--- src/rtl/switch_pkg.sv ---
// Shared types and constants for the switch output port and its byte FIFO.
package switch_pkg;

    localparam int DEPTH_DEFAULT = 64;
    localparam int BYTE_W        = 8;

    // Output port sequencing: wait for a packet, offer it, stream it, then idle one cycle.
    typedef enum logic [1:0] {
        ST_IDLE  = 2'd0,
        ST_READY = 2'd1,
        ST_SEND  = 2'd2,
        ST_GAP   = 2'd3
    } port_state_e;

    // One FIFO entry: the packet byte plus its end-of-packet flag (9 bits).
    typedef struct packed {
        logic              last;
        logic [BYTE_W-1:0] data;
    } fifo_entry_t;

endpackage

--- src/rtl/switch_byte_fifo.sv ---
// Show-ahead FIFO of byte+last entries with a synchronous flush.
module switch_byte_fifo
    import switch_pkg::*;
#(
    parameter int DEPTH = DEPTH_DEFAULT
) (
    input  logic        clock,
    input  logic        reset,
    input  logic        flush,
    input  logic        wr_en,
    input  fifo_entry_t wr_entry,
    input  logic        rd_en,
    output fifo_entry_t rd_entry,
    output logic        full,
    output logic        empty
);

    localparam int AW = $clog2(DEPTH);
    localparam int CW = AW + 1;
    localparam logic [CW-1:0] FULL_COUNT = CW'(DEPTH);

    fifo_entry_t       mem [DEPTH];
    logic [AW-1:0]     wr_ptr;
    logic [AW-1:0]     rd_ptr;
    logic [CW-1:0]     count;
    logic              do_wr;
    logic              do_rd;

    assign full  = (count == FULL_COUNT);
    assign empty = (count == '0);
    assign do_wr = wr_en && !full && !flush;
    assign do_rd = rd_en && !empty && !flush;

    // Head entry is always visible without a read strobe.
    assign rd_entry = mem[rd_ptr];

    // Storage write.
    // NOTE: the array is deliberately not reset; entries are only ever read behind the
    // pointers, and a reset term would stop the array mapping onto RAM.
    always_ff @(posedge clock) begin
        if (do_wr) begin
            mem[wr_ptr] <= wr_entry;
        end
    end

    // Pointers wrap naturally modulo DEPTH; count tracks occupancy for full/empty.
    // NOTE: clocked state uses non-blocking assignments so every register samples
    // pre-edge values, independent of statement order.
    always_ff @(posedge clock or posedge reset) begin
        if (reset) begin
            wr_ptr <= '0;
            rd_ptr <= '0;
            count  <= '0;
        end else if (flush) begin
            wr_ptr <= '0;
            rd_ptr <= '0;
            count  <= '0;
        end else begin
            if (do_wr) begin
                wr_ptr <= wr_ptr + 1'b1;
            end
            if (do_rd) begin
                rd_ptr <= rd_ptr + 1'b1;
            end
            case ({do_wr, do_rd})
                2'b10:   count <= count + 1'b1;
                2'b01:   count <= count - 1'b1;
                default: count <= count;
            endcase
        end
    end

endmodule

--- src/rtl/switch_output_port.sv ---
// Packet-buffered output port: stores upstream bytes, releases only complete
// packets to the consumer, separates packets by a one-cycle gap, and flushes
// packets too large to ever fit in the buffer.
module switch_output_port
    import switch_pkg::*;
#(
    parameter int DEPTH = DEPTH_DEFAULT
) (
    input  logic              clock,
    input  logic              reset,
    input  logic              wr_valid,
    input  logic [BYTE_W-1:0] wr_data,
    input  logic              wr_last,
    output logic              wr_ready,
    output logic [BYTE_W-1:0] data_out,
    output logic              ready,
    input  logic              read,
    output logic              oversize_err
);

    localparam int CW = $clog2(DEPTH) + 1;

    port_state_e   state;
    port_state_e   state_nxt;
    logic [CW-1:0] pkt_cnt;
    logic [CW-1:0] pkt_cnt_nxt;
    logic          discard;
    logic          fifo_full;
    logic          fifo_empty;
    fifo_entry_t   head;
    fifo_entry_t   wr_entry;
    logic          wr_fire;
    logic          fifo_wr;
    logic          rd_fire;
    logic          pkt_in;
    logic          pkt_out;
    logic          flush;
    logic          sending;

    // A full buffer holding no complete packet can never drain: it is an oversize packet.
    assign flush    = fifo_full && (pkt_cnt == '0);
    // While discarding the tail of an oversize packet, bytes are accepted and dropped.
    assign wr_ready = discard || !fifo_full;
    assign wr_fire  = wr_valid && wr_ready;
    assign fifo_wr  = wr_fire && !discard;
    assign sending  = (state == ST_READY) || (state == ST_SEND);
    assign rd_fire  = sending && read && !fifo_empty;
    assign pkt_in   = fifo_wr && wr_last;
    assign pkt_out  = rd_fire && head.last;
    assign wr_entry = '{last: wr_last, data: wr_data};

    switch_byte_fifo #(
        .DEPTH(DEPTH)
    ) u_fifo (
        .clock    (clock),
        .reset    (reset),
        .flush    (flush),
        .wr_en    (fifo_wr),
        .wr_entry (wr_entry),
        .rd_en    (rd_fire),
        .rd_entry (head),
        .full     (fifo_full),
        .empty    (fifo_empty)
    );

    // Complete-packet count: arrivals minus departures, cleared by a flush.
    // NOTE: every combinational output gets a default first, so no branch can leave
    // it unassigned and infer a latch.
    always_comb begin
        pkt_cnt_nxt = pkt_cnt;
        if (flush) begin
            pkt_cnt_nxt = '0;
        end else begin
            case ({pkt_in, pkt_out})
                2'b10:   pkt_cnt_nxt = pkt_cnt + 1'b1;
                2'b01:   pkt_cnt_nxt = pkt_cnt - 1'b1;
                default: pkt_cnt_nxt = pkt_cnt;
            endcase
        end
    end

    // Next state and consumer-facing outputs.
    always_comb begin
        state_nxt = state;
        ready     = 1'b0;
        data_out  = '0;
        case (state)
            ST_IDLE: begin
                if (pkt_cnt != '0) begin
                    state_nxt = ST_READY;
                end
            end
            ST_READY: begin
                ready    = 1'b1;
                data_out = head.data;
                if (rd_fire) begin
                    state_nxt = head.last ? ST_GAP : ST_SEND;
                end
            end
            ST_SEND: begin
                ready    = 1'b1;
                data_out = head.data;
                if (rd_fire && head.last) begin
                    state_nxt = ST_GAP;
                end
            end
            ST_GAP: begin
                // Look at the updated count so a packet completed during the gap goes next.
                state_nxt = (pkt_cnt_nxt != '0) ? ST_READY : ST_IDLE;
            end
            default: begin
                state_nxt = ST_IDLE;
            end
        endcase
    end

    // State, packet count, discard mode and error pulse registers.
    always_ff @(posedge clock or posedge reset) begin
        if (reset) begin
            state        <= ST_IDLE;
            pkt_cnt      <= '0;
            discard      <= 1'b0;
            oversize_err <= 1'b0;
        end else begin
            state        <= state_nxt;
            pkt_cnt      <= pkt_cnt_nxt;
            oversize_err <= flush;
            if (flush) begin
                discard <= 1'b1;
            end else if (discard && wr_valid && wr_last) begin
                discard <= 1'b0;
            end
        end
    end

endmodule

--- config.mk ---
export PLATFORM = sky130hd
export DESIGN_NAME = switch_output_port
export DESIGN_NICKNAME = d
export VERILOG_FILES = /design/src/rtl/switch_pkg.sv /design/src/rtl/switch_byte_fifo.sv /design/src/rtl/switch_output_port.sv
export SDC_FILE = /design/constraint.sdc
export NUM_CORES = 1
export LEC_CHECK = 0
export BUFFER_PORTS_ARGS = -buffer_cell sky130_fd_sc_hd__buf_2
export CAP_MARGIN = 0
export CORE_UTILIZATION = 40
export CTS_CLUSTER_SIZE = 20
export DETAILED_ROUTE_END_ITERATION = 10
export GPL_TIMING_DRIVEN = 1
export SKIP_LAST_GASP = 1
export SLEW_MARGIN = 0
export SYNTH_ARGS = -nofsm -noshare
export SYNTH_HDL_FRONTEND = slang
export SYNTH_SLANG_ARGS = --single-unit
--- constraint.sdc ---
create_clock -name clock -period 4.5 [get_ports clock]
set_input_delay 1.125 -clock clock [delete_from_list [all_inputs] [get_ports clock]]
set_output_delay 1.125 -clock clock [all_outputs]
set_load 0.005 [all_outputs]
======== Word level (Yosys, flattened, before mapping) ========
Memory sizes are Yosys's and may differ from the RTL's.
Index checks and enable logic that the tools add are counted.
operators by class
  add/sub/neg operators ................... 6
  eq/ne operators ......................... 11
  mux-type cells .......................... 20
  reductions and logical operators ........ 30
operator list
  cell                                               count
  one-hot mux 7 bit (2 select lines)                 2
  2-to-1 mux 6 bit                                   4
  adder 7 x 1 -> 7 bit (second input constant)       2
  logical NOT 7 bit                                  2
  2-to-1 mux 7 bit                                   2
  nonzero test 7 bit                                 2
  subtractor 7 x 1 -> 7 bit (second input constant)  2
  logical AND 1 bit                                  13
  adder 6 x 1 -> 6 bit (second input constant)       2
  == test 2 bit (second input constant)              4
  2-to-1 mux 8 bit                                   1
  one-hot mux 2 bit (4 select lines)                 1
  == test 7 bit (second input constant)              1
  2-to-1 mux 1 bit                                   7
  == test 2 x 1 -> 1 bit (second input constant)     3
  2-to-1 mux 2 bit                                   3
  inequality test 2 bit (second input constant)      3
  nonzero test 2 bit                                 3
  logical NOT 1 bit                                  4
  AND reduction 3 bit                                1
  nonzero test 3 bit                                 1
  logical NOT 2 bit                                  1
  logical OR 1 bit                                   2
  OR reduction 2 bit                                 1
storage, ports and cells
  flip-flop bits (word level) ............. 30
  memory bits (writable) .................. 576
  input bits .............................. 13
  output and inout port bits .............. 11
  logic and storage cells ................. 75
  memories ................................ 1
memory list
  memory      depth  width  read ports  clocked after memory_dff  wr ports  RTL line                text
  u_fifo.mem  64     9      1           0                         1         switch_byte_fifo.sv:22  fifo_entry_t mem [DEPTH];

======== Longest topological paths before layout ========
  depth after elaboration ................. 12
  depth in mapped cells ................... 19
  gate-level depth less buffers ........... 17

======== Hierarchy ========
A second synthesis with hierarchy kept.
unflattened totals
  cell total of the unflattened synthesis .. 1314
  area total of the unflattened synthesis .. 24626.1 µm²
modules (own cells, without submodules)
  module              times used  cells an instance  area an instance (µm²)  sequential area each (µm²)
  switch_byte_fifo    1           1195               23578.9                 17772.0
  switch_output_port  1           119                1047.3                  275.3

======== Least setup slack after synthesis ========
Ideal clock, no wire load.
  kind .................................... register -> output
  start ................................... register u_fifo.rd_ptr[0]
  end ..................................... output data_out[0]
  arrival time ............................ 2839 ps
  data required time ...................... 3375 ps
  setup slack ............................. 536 ps
  cell stages (with the launch flop) ...... 8
  path buffers ............................ 3
  cell sequence ........................... dfrtp_1 > buf_4 > buf_6 > buf_1 > mux4_2 > mux4_2 > mux4_2 > and2_1
on the way
  longest elaborated chain between the ends .. 2
RTL lines
  item                      RTL line                  text
  start: declaration        switch_byte_fifo.sv:24    logic [AW-1:0] rd_ptr;
  start signal: assignment  switch_byte_fifo.sv:63    rd_ptr <= rd_ptr + 1'b1;
  memory (64 x 9 bit)       --
  2-to-1 mux 8 bit          switch_output_port.sv:87  case (state)
  end: declaration          switch_output_port.sv:15  output logic [BYTE_W-1:0] data_out,
No other way between the ends.

======== Worst setup path in the final report ========
Same ends and word-level chain as after synthesis.

==> summary.txt <==
slew of the pin with the lowest slew margin - 1255 ps
largest net degree at the start of global routing - 83
Avg Cell Area, Syn - 20.32 sq um
drt drc - 0
Initial DRT Pass Iterations - 5
Worst path max stage delay - 580 ps
1st-iter DRT viols - 1094
Slew Viols, Final - 0
routability-driven placement congestion ratio - 0.7968
crit path time final - 4592 ps
DP HPWL - 34.59 mm
period utilization - 102.0%
Hold Path Depth - 1
initial antenna violation count - 3
CTS root buffer - clkbuf_16
total number of H-tree levels - 2
post-synth top area share - 71.06%
maximum clock path buffer count - 3
vias in the first global route - 12250
Setup Skew - 18.63 ps
FF+latch count, synth - 606
CTS Buf Count - 60
Via Count - 12020
DRT antenna net count - 0
Max FO, Critical Path - 17
Clk pin slew, worst setup/hold paths - 60 ps
placement-stage cell area - 25940 sq um
Hold Startpoint - discard$_DFFE_PP0P_
Initial Util - 40.40%
setup TNS - -493.1 ps
worst hold path type - flop to flop
CP dominant cell by count - mux4_2
Sink Count - 606
power density over the cells - 623.3 nW/um^2
worst-case reg-to-reg path depth - 21
post-place setup slack - 364.5 ps
biggest area consumer among synthesized cells - edfxtp_1
die width - 248.7 um
Reg2Reg Launch Point - u_fifo.rd_ptr[0]$_DFFE_PP0P_
die height - 248.7 um
leak pwr - 0.009284 uW
Syn Nets - 1226
fmax - 217.8 MHz
status - finished, violations left
Arr. time, crit path - 3470 ps
slowest stage cell, crit path - mux4_2
FP Rows - 90
io pins - 24
Finished Cell Area - 28370 sq um
slew margin rel. - 16.34%
Overall Global Routing Usage - 18.35%
async set or reset register ratio after synthesis - 4.950%
sequence of cells on the critical path - buf_12 -> buf_12 -> mux4_2 -> mux4_2 -> mux4_2 -> and2_1 -> buf_2
Max IR drop VDD - 0.3583 mV
port bufs - 23
failing checks - setup timing
vias per cell - 5.553
synthesized cell area - 24340 sq um
ANT cells - 0
first-pass GRT wire length - 82.89 mm
Worst R2R Setup Slack - 160 ps
count of warnings emitted by yosys - 0
family with the most delay on the worst path - multiplexers
CP startpoint kind - flop
final worst slack - -91.90 ps
full die area - 61850 sq um
Seq/Total Area, Yosys - 74.14%
RSZ-0062 raised after global routing - true
Clock Latency Late Sink - 630 ps
TritonCTS clock tree - yes
final hold viol count - 0
CP endpoint kind - output port
# Max-Cap Violations - 0
layout cells sized above 1 - 29.96%
# setup viols final - 8
Post-Synthesis Cells - 1198
grt ovf - 0
wirelength, routed - 57.00 mm
Critical R2R Capture - state[0]$_DFFE_PP0P_
Post-synth EDFFs - 576
top post-synthesis cells by area - edfxtp_1, mux4_2, dfrtp_1
final net count - 1361
WL per Instance - 26.34 um
area delta synth->final - 16.55%
WP data required - 3380 ps
ys flop type - edfxtp_1
hold endpoint - discard$_DFFE_PP0P_
Buf/Inv on CP - 3
Synth cell types - 57
Placeable Area - 60250 sq um
Setup Crit Path Kind - flop to output port
==> stage by stage <==
step | power [uW] | hold slack (ps) | instances | utilization (%)
after detailed placement | 12220 | 538.0 | 2032 | 43.06
final | 17680 | 544.3 | 2164 | 47.09
after floorplan | 10320 | 498.2 | 1198 | -
after global routing | 18410 | 574.0 | 2164 | 47.09
after global placement | 12180 | 532.5 | 2032 | 43.06
after CTS | 17530 | 554.0 | 2148 | 46.62
==> synth_stat cells (all sizes together) (2+ instances only) <==
library cell and count:
nor3 6, nand4 5, a211oi 3, nand3 14
a21oi 20, xor2 10, edfxtp 576, nor2b 8
nor2 109, nor4 2, a21o 2, o211ai 2
dfrtp 30, nand3b 4, ha 14, a41oi 2
or2 4, mux4 168, mux2 3, o31ai 3
o21ai 15, nand2b 5, a31oi 2, and2 12
clkbuf 36, o2bb2ai 2, xnor2 7, and4b 2
buf 29, mux2i 35, or3 2, or3b 2
a22oi 11, inv 11, nand2 29
==> placed cells by master, fill, tap and decap left out, types with 5 or more instances in the layout <==
cell	netlist	layout
ha_1	14	14
mux2i_1	35	35
clkbuf_16	0	66
and2_1	11	10
nand2_1	28	28
nand3_1	14	14
xnor2_1	7	7
inv_1	11	11
nor3_1	6	6
bufinv_16	0	10
o21ai_0	11	11
clkinv_2	0	9
mux4_2	168	168
clkinv_1	0	14
edfxtp_1	576	576
buf_16	0	7
dfrtp_1	30	26
buf_2	11	23
buf_12	0	7
nand4_1	5	5
buf_4	2	92
nand2b_1	5	5
xor2_1	10	10
nor2_1	109	109
clkbuf_1	36	9
a22oi_1	11	11
nor2b_1	8	7
a21oi_1	20	20
==> power breakdown <==
group | leakage [uW] | internal, uW | switching (uW)
combinational | 0.00275 | 2810 | 2960
clock | 0.000983 | 3050 | 2110
sequential | 0.00555 | 6480 | 285
total | 0.00928 | 12300 | 5350
==> per-layer routing <==
layer / track usage, % / up-vias / share of wire, %
met5: 0 / - / 0.037
met4: 4.720 / 4 / 2.0
met3: 4.462 / 82 / 7.2
met2: 28.67 / 336 / 48
met1: 25.95 / 6430 / 43
li1: - / 5164 / -
==> registers in the layout (all words and copies together) (netlist names) <==
| name | cells |
|---|---|
| u_fifo.count | 7 |
| discard | 1 |
| pkt_cnt | 7 |
| state | 2 |
| u_fifo.wr_ptr | 6 |
| oversize_err | 1 |
| u_fifo.mem | 576 |
| u_fifo.rd_ptr | 6 |
==> how the worst max path moves through the flow <==
stage / slack (ps) / startpoint / endpoint / cells past startpoint
after floorplan: 540 / u_fifo.rd_ptr[0]$_DFFE_PP0P_ / data_out[0] / 7
after global placement: 420 / u_fifo.rd_ptr[0]$_DFFE_PP0P_ / data_out[3] / 6
after detailed placement: 360 / u_fifo.rd_ptr[0]$_DFFE_PP0P_ / state[0]$_DFFE_PP0P_ / 18
after CTS: -120 / u_fifo.rd_ptr[0]$_DFFE_PP0P_ / data_out[7] / 7
after global routing: -160 / u_fifo.rd_ptr[0]$_DFFE_PP0P_ / data_out[3] / 8
final: -90 / u_fifo.rd_ptr[0]$_DFFE_PP0P_ / data_out[0] / 7
==> logic make-up after synthesis <==
logic type	synth area share [%]
xor+xnor	0.6117
fa+ha+maj	0.8019
mux	17.14
compound gates	2.010
simple gates	3.886
buf+inv	1.413
flops	74.14
==> repair_timing <==
action | 4_1_cts | 5_1_grt
hold buffers | 0 | 0
setup buffers | 3 | 10
setup endpoints to repair | 8 | 8
resized for setup | 3 | 12
cloned | 2 | 6
==> area by class of cell <==
type,instances,area [sq um]
inverter,11,41.29
clock buffer,70,1560
clock inverter,41,464.2
timing repair buffer,138,1313
multi-input combinational,516,5956
sequential,606,18060
tap,782,978.4
fill,4866,31880
(Power assumes the default switching activity.)
